**config.mk**
```make
export PLATFORM = sky130hd
export DESIGN_NAME = round_key_buffer_flat
export DESIGN_NICKNAME = d
export VERILOG_FILES = /design/src/rtl/aes_pkg.sv /design/src/rtl/round_key_buffer_if.sv /design/src/rtl/round_key_bank.sv /design/src/rtl/round_key_buffer.sv /design/src/flat_wrapper.sv
export SDC_FILE = /design/constraint.sdc
export NUM_CORES = 2
export LEC_CHECK = 0
export ABC_AREA = 0
export CAP_MARGIN = 20
export CORE_AREA = 8 8 553 555
export DETAILED_ROUTE_END_ITERATION = 8
export DIE_AREA = 0 0 561 563
export PLACE_DENSITY = 0.46
export SETUP_SLACK_MARGIN = 0.1
export SYNTH_ARGS = -nofsm -noshare
export SYNTH_HDL_FRONTEND = slang
export SYNTH_SLANG_ARGS = --single-unit
```
**constraint.sdc**
```tcl
create_clock -name clk -period 6.1 [get_ports clk]
set_clock_uncertainty 0.2 [all_clocks]
set_input_delay 1.83 -clock clk [delete_from_list [all_inputs] [get_ports clk]]
set_output_delay 1.83 -clock clk [all_outputs]
set_load 0.05 [all_outputs]
```
**src/rtl/aes_pkg.sv**
```systemverilog
// Shared constants and types for the AES round-key path.
package aes_pkg;

    localparam int KEY_W         = 128;
    localparam int NKEYS_DEFAULT = 10;
    localparam int IDX_W         = 4;

    typedef enum logic [1:0] {
        IDLE   = 2'd0,
        SETTLE = 2'd1,
        READY  = 2'd2,
        STREAM = 2'd3
    } state_t;

endpackage

```
**src/rtl/round_key_buffer_if.sv**
```systemverilog
// Round-key stream from the key buffer to the cipher round datapath.
// A beat transfers on a rising edge where rk_valid_o && rk_ready_i; while
// rk_valid_o && !rk_ready_i the payload (rk_o, rk_idx_o, last_o) is held
// stable. rk_valid_o only drops without an accept on a new key load or reset.
interface round_key_buffer_if;
    import aes_pkg::*;

    logic [KEY_W-1:0] rk_o;
    logic [IDX_W-1:0] rk_idx_o;
    logic             rk_valid_o;
    logic             rk_ready_i;
    logic             last_o;

    modport master (
        output rk_o, rk_idx_o, rk_valid_o, last_o,
        input  rk_ready_i
    );

    modport slave (
        input  rk_o, rk_idx_o, rk_valid_o, last_o,
        output rk_ready_i
    );

endinterface

```
**src/rtl/round_key_bank.sv**
```systemverilog
// NKEYS x KEY_W key register array: write-all strobe, one registered read port.
module round_key_bank
    import aes_pkg::*;
#(
    parameter int NKEYS = NKEYS_DEFAULT
) (
    input  logic                   clk,
    input  logic                   rst_n,
    input  logic                   wr_en_i,
    input  logic [NKEYS*KEY_W-1:0] wr_keys_i,
    input  logic                   rd_en_i,
    input  logic [IDX_W-1:0]       rd_idx_i,
    output logic [KEY_W-1:0]       rd_key_o
);

    logic [KEY_W-1:0] mem_q [NKEYS];
    logic [KEY_W-1:0] rd_key_q;

    always_ff @(posedge clk or negedge rst_n) begin
        if (!rst_n) begin
            for (int i = 0; i < NKEYS; i++) mem_q[i] <= '0;
            rd_key_q <= '0;
        end else begin
            if (wr_en_i) begin
                for (int i = 0; i < NKEYS; i++) mem_q[i] <= wr_keys_i[i*KEY_W +: KEY_W];
            end
            if (rd_en_i) rd_key_q <= mem_q[rd_idx_i];
        end
    end

    assign rd_key_o = rd_key_q;

endmodule

```
**src/rtl/round_key_buffer.sv**
```systemverilog
// Captures the settled key-expansion outputs and streams them one per beat.
// Optional macro ROUND_KEY_REVERSE_EN enables descending (decryption) order via dir_i.
module round_key_buffer
    import aes_pkg::*;
#(
    parameter int NKEYS         = NKEYS_DEFAULT,
    parameter int SETTLE_CYCLES = 4
) (
    input  logic                   clk,
    input  logic                   rst_n,
    input  logic                   load_i,
    input  logic [NKEYS*KEY_W-1:0] keys_i,
    input  logic                   start_i,
    input  logic                   dir_i,
    output logic                   keys_ready_o,
    output logic                   busy_o,
    output state_t                 state_o,
    round_key_buffer_if.master     rk
);

    localparam logic [IDX_W-1:0] MAX_IDX     = IDX_W'(NKEYS - 1);
    localparam logic [3:0]       SETTLE_INIT = 4'(SETTLE_CYCLES - 1);

    state_t           state_q, state_d;
    logic [3:0]       cnt_q, cnt_d;
    logic [IDX_W-1:0] idx_q, idx_d;
    logic             last_q, last_d;
    logic             capture;
    logic             advance;
    logic [IDX_W-1:0] start_idx, start_final, next_idx, final_idx;

`ifdef ROUND_KEY_REVERSE_EN
    logic desc_q, desc_d;

    assign start_idx   = dir_i  ? MAX_IDX : '0;
    assign start_final = dir_i  ? '0 : MAX_IDX;
    assign next_idx    = desc_q ? idx_q - 1'b1 : idx_q + 1'b1;
    assign final_idx   = desc_q ? '0 : MAX_IDX;

    always_ff @(posedge clk or negedge rst_n) begin
        if (!rst_n) desc_q <= 1'b0;
        else        desc_q <= desc_d;
    end
`else
    logic dir_unused;

    assign dir_unused  = dir_i;
    assign start_idx   = '0;
    assign start_final = MAX_IDX;
    assign next_idx    = idx_q + 1'b1;
    assign final_idx   = MAX_IDX;
`endif

    always_ff @(posedge clk or negedge rst_n) begin
        if (!rst_n) begin
            state_q <= IDLE;
            cnt_q   <= '0;
            idx_q   <= '0;
            last_q  <= 1'b0;
        end else begin
            state_q <= state_d;
            cnt_q   <= cnt_d;
            idx_q   <= idx_d;
            last_q  <= last_d;
        end
    end

    // A load overrides everything, including a start in the same cycle.
    always_comb begin
        state_d = state_q;
        cnt_d   = cnt_q;
        idx_d   = idx_q;
        last_d  = last_q;
        capture = 1'b0;
        advance = 1'b0;
`ifdef ROUND_KEY_REVERSE_EN
        desc_d  = desc_q;
`endif
        if (load_i) begin
            state_d = SETTLE;
            cnt_d   = SETTLE_INIT;
        end else begin
            case (state_q)
                IDLE: state_d = IDLE;
                SETTLE: begin
                    if (cnt_q == '0) begin
                        capture = 1'b1;
                        state_d = READY;
                    end else begin
                        cnt_d = cnt_q - 1'b1;
                    end
                end
                READY: begin
                    if (start_i) begin
                        state_d = STREAM;
                        advance = 1'b1;
                        idx_d   = start_idx;
                        last_d  = (start_idx == start_final);
`ifdef ROUND_KEY_REVERSE_EN
                        desc_d  = dir_i;
`endif
                    end
                end
                STREAM: begin
                    if (rk.rk_ready_i) begin
                        if (last_q) begin
                            state_d = READY;
                        end else begin
                            advance = 1'b1;
                            idx_d   = next_idx;
                            last_d  = (next_idx == final_idx);
                        end
                    end
                end
                default: state_d = IDLE;
            endcase
        end
    end

    always_comb begin
        keys_ready_o  = (state_q == READY);
        busy_o        = (state_q == SETTLE) || (state_q == STREAM);
        rk.rk_valid_o = (state_q == STREAM);
    end

    assign rk.rk_idx_o = idx_q;
    assign rk.last_o   = last_q;
    assign state_o     = state_q;

    // The bank read is issued with the next index so key and index land together.
    round_key_bank #(
        .NKEYS (NKEYS)
    ) u_bank (
        .clk       (clk),
        .rst_n     (rst_n),
        .wr_en_i   (capture),
        .wr_keys_i (keys_i),
        .rd_en_i   (advance),
        .rd_idx_i  (idx_d),
        .rd_key_o  (rk.rk_o)
    );

endmodule

```
**src/flat_wrapper.sv**
```systemverilog
// flat-port wrapper written by rule: the top's interface ports become plain ports
module round_key_buffer_flat import aes_pkg::*;
#(
    parameter int NKEYS         = NKEYS_DEFAULT,
    parameter int SETTLE_CYCLES = 4
)
  (clk, rst_n, load_i, keys_i, start_i, dir_i, keys_ready_o, busy_o, state_o, rk_rk_o, rk_rk_idx_o, rk_rk_valid_o, rk_last_o, rk_rk_ready_i);
  round_key_buffer_if rk_i ();
  input  logic clk;
  input  logic rst_n;
  input  logic load_i;
  input  logic [NKEYS*KEY_W-1:0] keys_i;
  input  logic start_i;
  input  logic dir_i;
  output logic keys_ready_o;
  output logic busy_o;
  output state_t state_o;
  output wire logic [$bits(rk_i.rk_o)-1:0] rk_rk_o;
  output wire logic [$bits(rk_i.rk_idx_o)-1:0] rk_rk_idx_o;
  output wire logic [$bits(rk_i.rk_valid_o)-1:0] rk_rk_valid_o;
  output wire logic [$bits(rk_i.last_o)-1:0] rk_last_o;
  input wire logic [$bits(rk_i.rk_ready_i)-1:0] rk_rk_ready_i;
  assign rk_rk_o = rk_i.rk_o;
  assign rk_rk_idx_o = rk_i.rk_idx_o;
  assign rk_rk_valid_o = rk_i.rk_valid_o;
  assign rk_last_o = rk_i.last_o;
  assign rk_i.rk_ready_i = rk_rk_ready_i;
  round_key_buffer #(.NKEYS(NKEYS), .SETTLE_CYCLES(SETTLE_CYCLES)) u_core (.clk(clk), .rst_n(rst_n), .load_i(load_i), .keys_i(keys_i), .start_i(start_i), .dir_i(dir_i), .keys_ready_o(keys_ready_o), .busy_o(busy_o), .state_o(state_o), .rk(rk_i));
endmodule
```
# After elaboration in Yosys (flattened, before gate mapping)
# Cells that the tools add are included.
dict set report word_totals {
  regBits 1419
  wordCells 68
  in_bits 1286
  out_inout_bits 138
}
dict set report classes {
  order_cmp 1
  n_bitwise 2
  add_sub_neg 2
  n_eq_ne 11
  reduce_logical 8
  n_mux 29
}
# op n
set op_table {}
lappend op_table {{128-bit binary-select mux with 4-bit select} 1}
lappend op_table {{128-bit two-way mux} 2}
lappend op_table {{4-bit two-way mux} 7}
lappend op_table {{1-bit two-way mux} 10}
lappend op_table {{2-bit two-way mux} 5}
lappend op_table {{3-bit by 2-bit != test with 1-bit output, second input constant} 3}
lappend op_table {{2-bit one-hot mux with 4 select lines} 1}
lappend op_table {{4-bit one-hot mux with 2 select lines} 1}
lappend op_table {{4-bit AND reduction} 2}
lappend op_table {{5-bit >= comparator, second input constant} 1}
lappend op_table {{4-bit inverter with 5-bit output} 1}
lappend op_table {{4-bit by 1-bit adder with 4-bit output, second input constant} 1}
lappend op_table {{2-bit == test, second input constant} 2}
lappend op_table {{4-bit == test, second input constant} 1}
lappend op_table {{4-bit logical NOT} 1}
lappend op_table {{2-bit != test, second input constant} 2}
lappend op_table {{1-bit one-hot mux with 2 select lines} 2}
lappend op_table {{2-bit nonzero test} 2}
lappend op_table {{4-bit by 1-bit subtractor with 4-bit output, second input constant} 1}
lappend op_table {{3-bit != test, second input constant} 1}
lappend op_table {{2-bit by 1-bit == test with 1-bit output, second input constant} 1}
lappend op_table {{2-bit logical NOT} 1}
lappend op_table {{2-bit by 1-bit != test with 1-bit output, second input constant} 1}
lappend op_table {{2-bit AND reduction} 1}
lappend op_table {{2 further kinds} 2}

# Longest topological paths before layout
dict set report logic_depth {
  ltp_word 9
  depth_mapped 12
  depth_no_buf 9
}

# Modules after synthesis
# Synthesis repeated with hierarchy kept, for this count alone.
dict set report unflattened {
  hier_cells 4509
  area_unflattened_um2 63447.1
}
# module cells_each area_per_inst_um2 instances seq_area_each_um2
set by_module_without_submodules {}
lappend by_module_without_submodules {round_key_bank 4441 62794.0 1 35233.8}
lappend by_module_without_submodules {round_key_buffer 68 653.1 1 275.3}

# Least setup slack after synthesis
# OpenSTA, ideal clock, no wires.
dict set report synth_path {
  kind {in2reg}
  startpoint {input load_i}
  endpoint {register u_core.u_bank.rd_key_q[100] (netlist: u_core.u_bank.rd_key_o[100])}
  n_path_buf 5
  arrival_time_ns 3.480
  setup_ns 0.126
  cell_stages 11
  t_required_ns 5.774
  slack_ns 2.294
  path_cell_list {buf_2 -> nor2b_2 -> nor2_1 -> buf_2 -> nor2_4 -> buf_6 -> buf_6 -> buf_4 -> mux2i_1 -> o211ai_1 -> a221o_1}
}
dict set report synth_via {
  elab_chain_len 5
  elab_cells_between_ends 6
}
# item line
set synth_lines {}
lappend synth_lines {{start, declared} flat_wrapper.sv:11} ;# input logic load_i;
lappend synth_lines {{4-bit two-way mux} round_key_buffer.sv:79} ;# if (load_i) begin
lappend synth_lines {{4-bit inverter with 5-bit output (not written as such)} round_key_bank.sv:27} ;# if (rd_en_i) rd_key_q <= mem_q[rd_idx_i];
lappend synth_lines {{128-bit binary-select mux with 4-bit select} round_key_bank.sv:27}
lappend synth_lines {{128-bit two-way mux (not written as such) (2 in series)} round_key_bank.sv:27}
lappend synth_lines {{end signal, assigned} round_key_bank.sv:27}
lappend synth_lines {{end, declared} round_key_bank.sv:17} ;# logic [KEY_W-1:0] rd_key_q;
# Parallel ways exist; a longest one is shown, timed or not. The select of a mux whose other input is x is not followed.
# A chain may end at the register's enable or synchronous reset.

# Worst setup path in the final report
dict set report layout_path {
  startpoint {register u_core.state_q[0] (netlist: u_core.state_o[0])}
  endpoint {output rk_rk_valid_o}
}
dict set report layout_via {
  elab_chain_len 1
}
# item line
set layout_lines {}
lappend layout_lines {{start, declared} round_key_buffer.sv:24} ;# state_t state_q, state_d;
lappend layout_lines {{start signal, assigned} round_key_buffer.sv:61} ;# state_q <= state_d;
lappend layout_lines {{2-bit == test} round_key_buffer.sv:123} ;# rk.rk_valid_o = (state_q == STREAM);
lappend layout_lines {{end, declared} flat_wrapper.sv:20} ;# output wire logic [$bits(rk_i.rk_valid_o)-1:0] rk_rk_valid_o;
# No other way between the ends.

==> results by group <==
Synth
  – Post-Synth Simple-Gate Area: 0.02760
  – Compound-Gate Fraction of Synth Area: 0.07886
  – Largest family of logic cells by synthesized area: multiplexers
  – Number of flops mapped to enable cells by yosys: 0
  – Async SR Flop Fraction: 1.000
  – Synth warnings: 0
  – Mean post-synth cell area: 13.88 um^2
  – Mapped cell area: 63,050 um^2
  – Synth Flop Type: dfrtp_1
  – Syn Inst Count: 4,543
  – Adder-Cell Fraction of Synth Area: 0.0007938
  – Multiplexer area fraction after synthesis: 0.3005
  – XOR/XNOR share of the synthesized area: 0.0006946
  – Post-Syn Nets: 5,833
  – Post-synth cell types: 47
  – #FFs+latches synth: 1,419
  – Post-synthesis sequential area ratio: 0.5632

Floorplan
  – I/O Pins: 1,424
  – Die Area: 315,800 um^2
  – Die Wd: 561 um
  – Chip height: 563 um
  – Starting Density: 0.2117
  – # rows: 201
  – Core ar.: 297,800 um^2

Run status
  – Status: finished, final reports clean

Clocking
  – # resized after CTS: 0
  – Clk_lat worst skew: 0.82 ns
  – Number of H-tree levels: 4
  – Hold_buf cts: 0
  – Clk slew on worst S/H paths: 0.06 ns
  – Cts bufs inserted: 178
  – CTS tree: built
  – Buffer depth of the longest clock path: 4
  – Post-CTS setup buffers: 0
  – CTS root buf: clkbuf_16
  – CTS Sinks: 1,419

STA
  – Fin crit share: 0.7636
  – Setup repair after global routing missed its margin: false
  – Final min period: 4.658 ns
  – Setup TNS: 0 ns
  – Least-Margin Pin Slew: 0.9711 ns
  – Final setup fails: 0
  – Final hold violations: 0
  – Rel. slew slack: 0.3526
  – Peak Freq: 214.7 MHz
  – Max-slew violations: 0

Final layout
  – Fin util: 0.2957
  – Commonest non-fill, non-tap cell in the layout: clkdlybuf4s50_1
  – Design area: 88,050 um^2
  – Highest-count cells in the layout ignoring fill and taps: clkdlybuf4s50_1, dfrtp_1, mux2_2
  – Share of layout cells above drive strength 1: 0.2834
  – Cell Count, Final, Fillers Out: 10,050
  – Area growth syn-to-layout: 39.66%
  – Total Nets Final: 7,193

Global routing
  – Largest net degree at the start of global routing: 146
  – Total GRT Usage: 0.1758
  – Initial antenna violation count: 165
  – Total gr overflow: 0
  – First-pass GRT wire length: 399,300 um
  – Vias in the first global route: 48,590

Setup path
  – Setup crit start: u_core.state_o[0]$_DFFE_PN0P_
  – CP arrival: 2.63 ns
  – Crit Path Max Fanout: 17
  – Crit. End Element: output pin
  – Startpoint type of the worst setup path: flip-flop
  – Worst EP required: 4.07 ns
  – Worst R2R Start: u_core.rk.rk_idx_o[0]$_DFF_PN0_
  – CP Class: flip-flop to output pin

Drt
  – Iteration-0 DRC Markers: 2,954
  – Residual DRC: 0
  – Post-route ant nets: 0
  – Vias per inst: 4.514
  – Final WL: 289,600 um
  – Drt wl/cell: 28.80 um
  – Via count: 45,380
  – Total iterations of the first detailed-routing run: 5

Power and ir drop
  – Tot Pwr: 44.68 mW
  – PD cells: 507.4 nW/um^2
  – Pleak: 35.04 nW
  – Max rail drop VDD: 377.1 uV

Placed design
  – DP Area: 82,030 um^2
  – Dpl hpwl: 216,000 um
  – GPL Wtd Cong: 0.8250
  – Port Buffers: 1,422
  – Placed Cells: 9,681

Job
  – MaxCap Viol Count: 0

Hold path
  – Hold Path Origin: u_core.u_bank.mem_q[1220]$_DFFE_PN0P_
  – Min-Delay Path Class: flip-flop to flip-flop
cell type report:
type / instances / area, um^2
Fill cell: 30310 / 209700
Clock buffer: 275 / 5383
Clock inverter: 42 / 498.0
Timing Repair Buffer: 1543 / 15730
Antenna cell: 56 / 140.1
Sequential cell: 1419 / 35510
Tap cell: 3958 / 4952
Multi-Input combinational cell: 2754 / 25810
Inverter: 7 / 28.78
sequential cells by signal, indices dropped and copies added (netlist names), named ones only:
signal and count:
u_core.u_bank.mem_q 1280, u_core.u_bank.rd_key_o 128, u_core.cnt_q 4, u_core.rk.rk_idx_o 3, u_core.state_o 2, u_core.rk.last_o 1
synthesized netlist by cell type (2+ instances only):
| library cell | instances | area (um^2) |
|---|---|---|
| and2_1 | 3 | 18.77 |
| xnor2_1 | 4 | 35.03 |
| or3_1 | 128 | 800.8 |
| o211ai_1 | 254 | 1907 |
| a21oi_2 | 20 | 175.2 |
| a21oi_1 | 43 | 215.2 |
| nand2b_1 | 6 | 37.54 |
| o21ai_1 | 52 | 260.3 |
| inv_1 | 4 | 15.01 |
| mux2i_1 | 453 | 4534 |
| nor3_1 | 2 | 10.01 |
| dfrtp_1 | 1419 | 35510 |
| a22oi_1 | 2 | 15.01 |
| mux2_2 | 1280 | 14410 |
| buf_2 | 159 | 795.8 |
| buf_1 | 17 | 63.81 |
| a221oi_1 | 128 | 1121 |
| ha_1 | 4 | 50.05 |
| o21ai_0 | 21 | 105.1 |
| a21o_1 | 69 | 518.0 |
| buf_4 | 28 | 210.2 |
| a221o_1 | 61 | 610.6 |
| clkbuf_1 | 146 | 548.0 |
| nor2_1 | 11 | 41.29 |
| nand2_1 | 194 | 728.2 |
| inv_2 | 3 | 11.26 |
| buf_6 | 12 | 135.1 |
per-stage QoR:
stage | setup slack (ns) | hold WS, ns
CTS | 1.342 | 0.3022
detailed placement | 0.7574 | 0.2893
floorplan | 2.294 | 0.2739
global route | 1.322 | 0.3070
global placement | 0.7582 | 0.2833
finish | 1.442 | 0.2977
final timing paths:
| path | endpoint | slack [ns] | depth (start not counted) |
|---|---|---|---|
| min | u_core.u_bank.mem_q[1220]$_DFFE_PN0P_ | 0.30 | 1 |
| min reg2reg | u_core.u_bank.mem_q[1220]$_DFFE_PN0P_ | 0.30 | 1 |
| max | rk_rk_valid_o | 1.44 | 2 |
| max reg2reg | u_core.u_bank.rd_key_o[94]$_DFFE_PN0P_ | 2.44 | 10 |
| min in group asynchronous | u_core.u_bank.mem_q[210]$_DFFE_PN0P_ | 0.85 | 1 |
| max in group asynchronous | u_core.u_bank.mem_q[111]$_DFFE_PN0P_ | 3.45 | 3 |
cell families after synthesis:
family,Yosys count
flip-flops,1419
AND/OR/NAND/NOR,357
AO/OA/AOI/OAI,655
multiplexers,1733
buffers and inverters,370
XOR/XNOR,5
adder cells (fa/ha/maj),4
power by group:
part | switching, mW | internal, mW | leakage (nW)
Combinational | 9.47 | 7.67 | 14.7
Clock | 4.34 | 6.36 | 2.91
Sequential | 2.90 | 13.9 | 17.5
Total | 16.7 | 28.0 | 35.0
layer usage:
layer | global-route usage | wire length [um] | vias up
met5 | 0 | 1186 | -
met4 | 0.04646 | 7799 | 192
met3 | 0.05768 | 22030 | 507
met2 | 0.2938 | 138100 | 1516
met1 | 0.2182 | 120400 | 23510
li1 | - | - | 19660
critical path: stages, from the launching register on:
cell	delay, ns
dfrtp_1	0.76
and2_1	0.22
clkdlybuf4s50_1	0.82
Note: power is estimated with default switching activity, not from simulation.
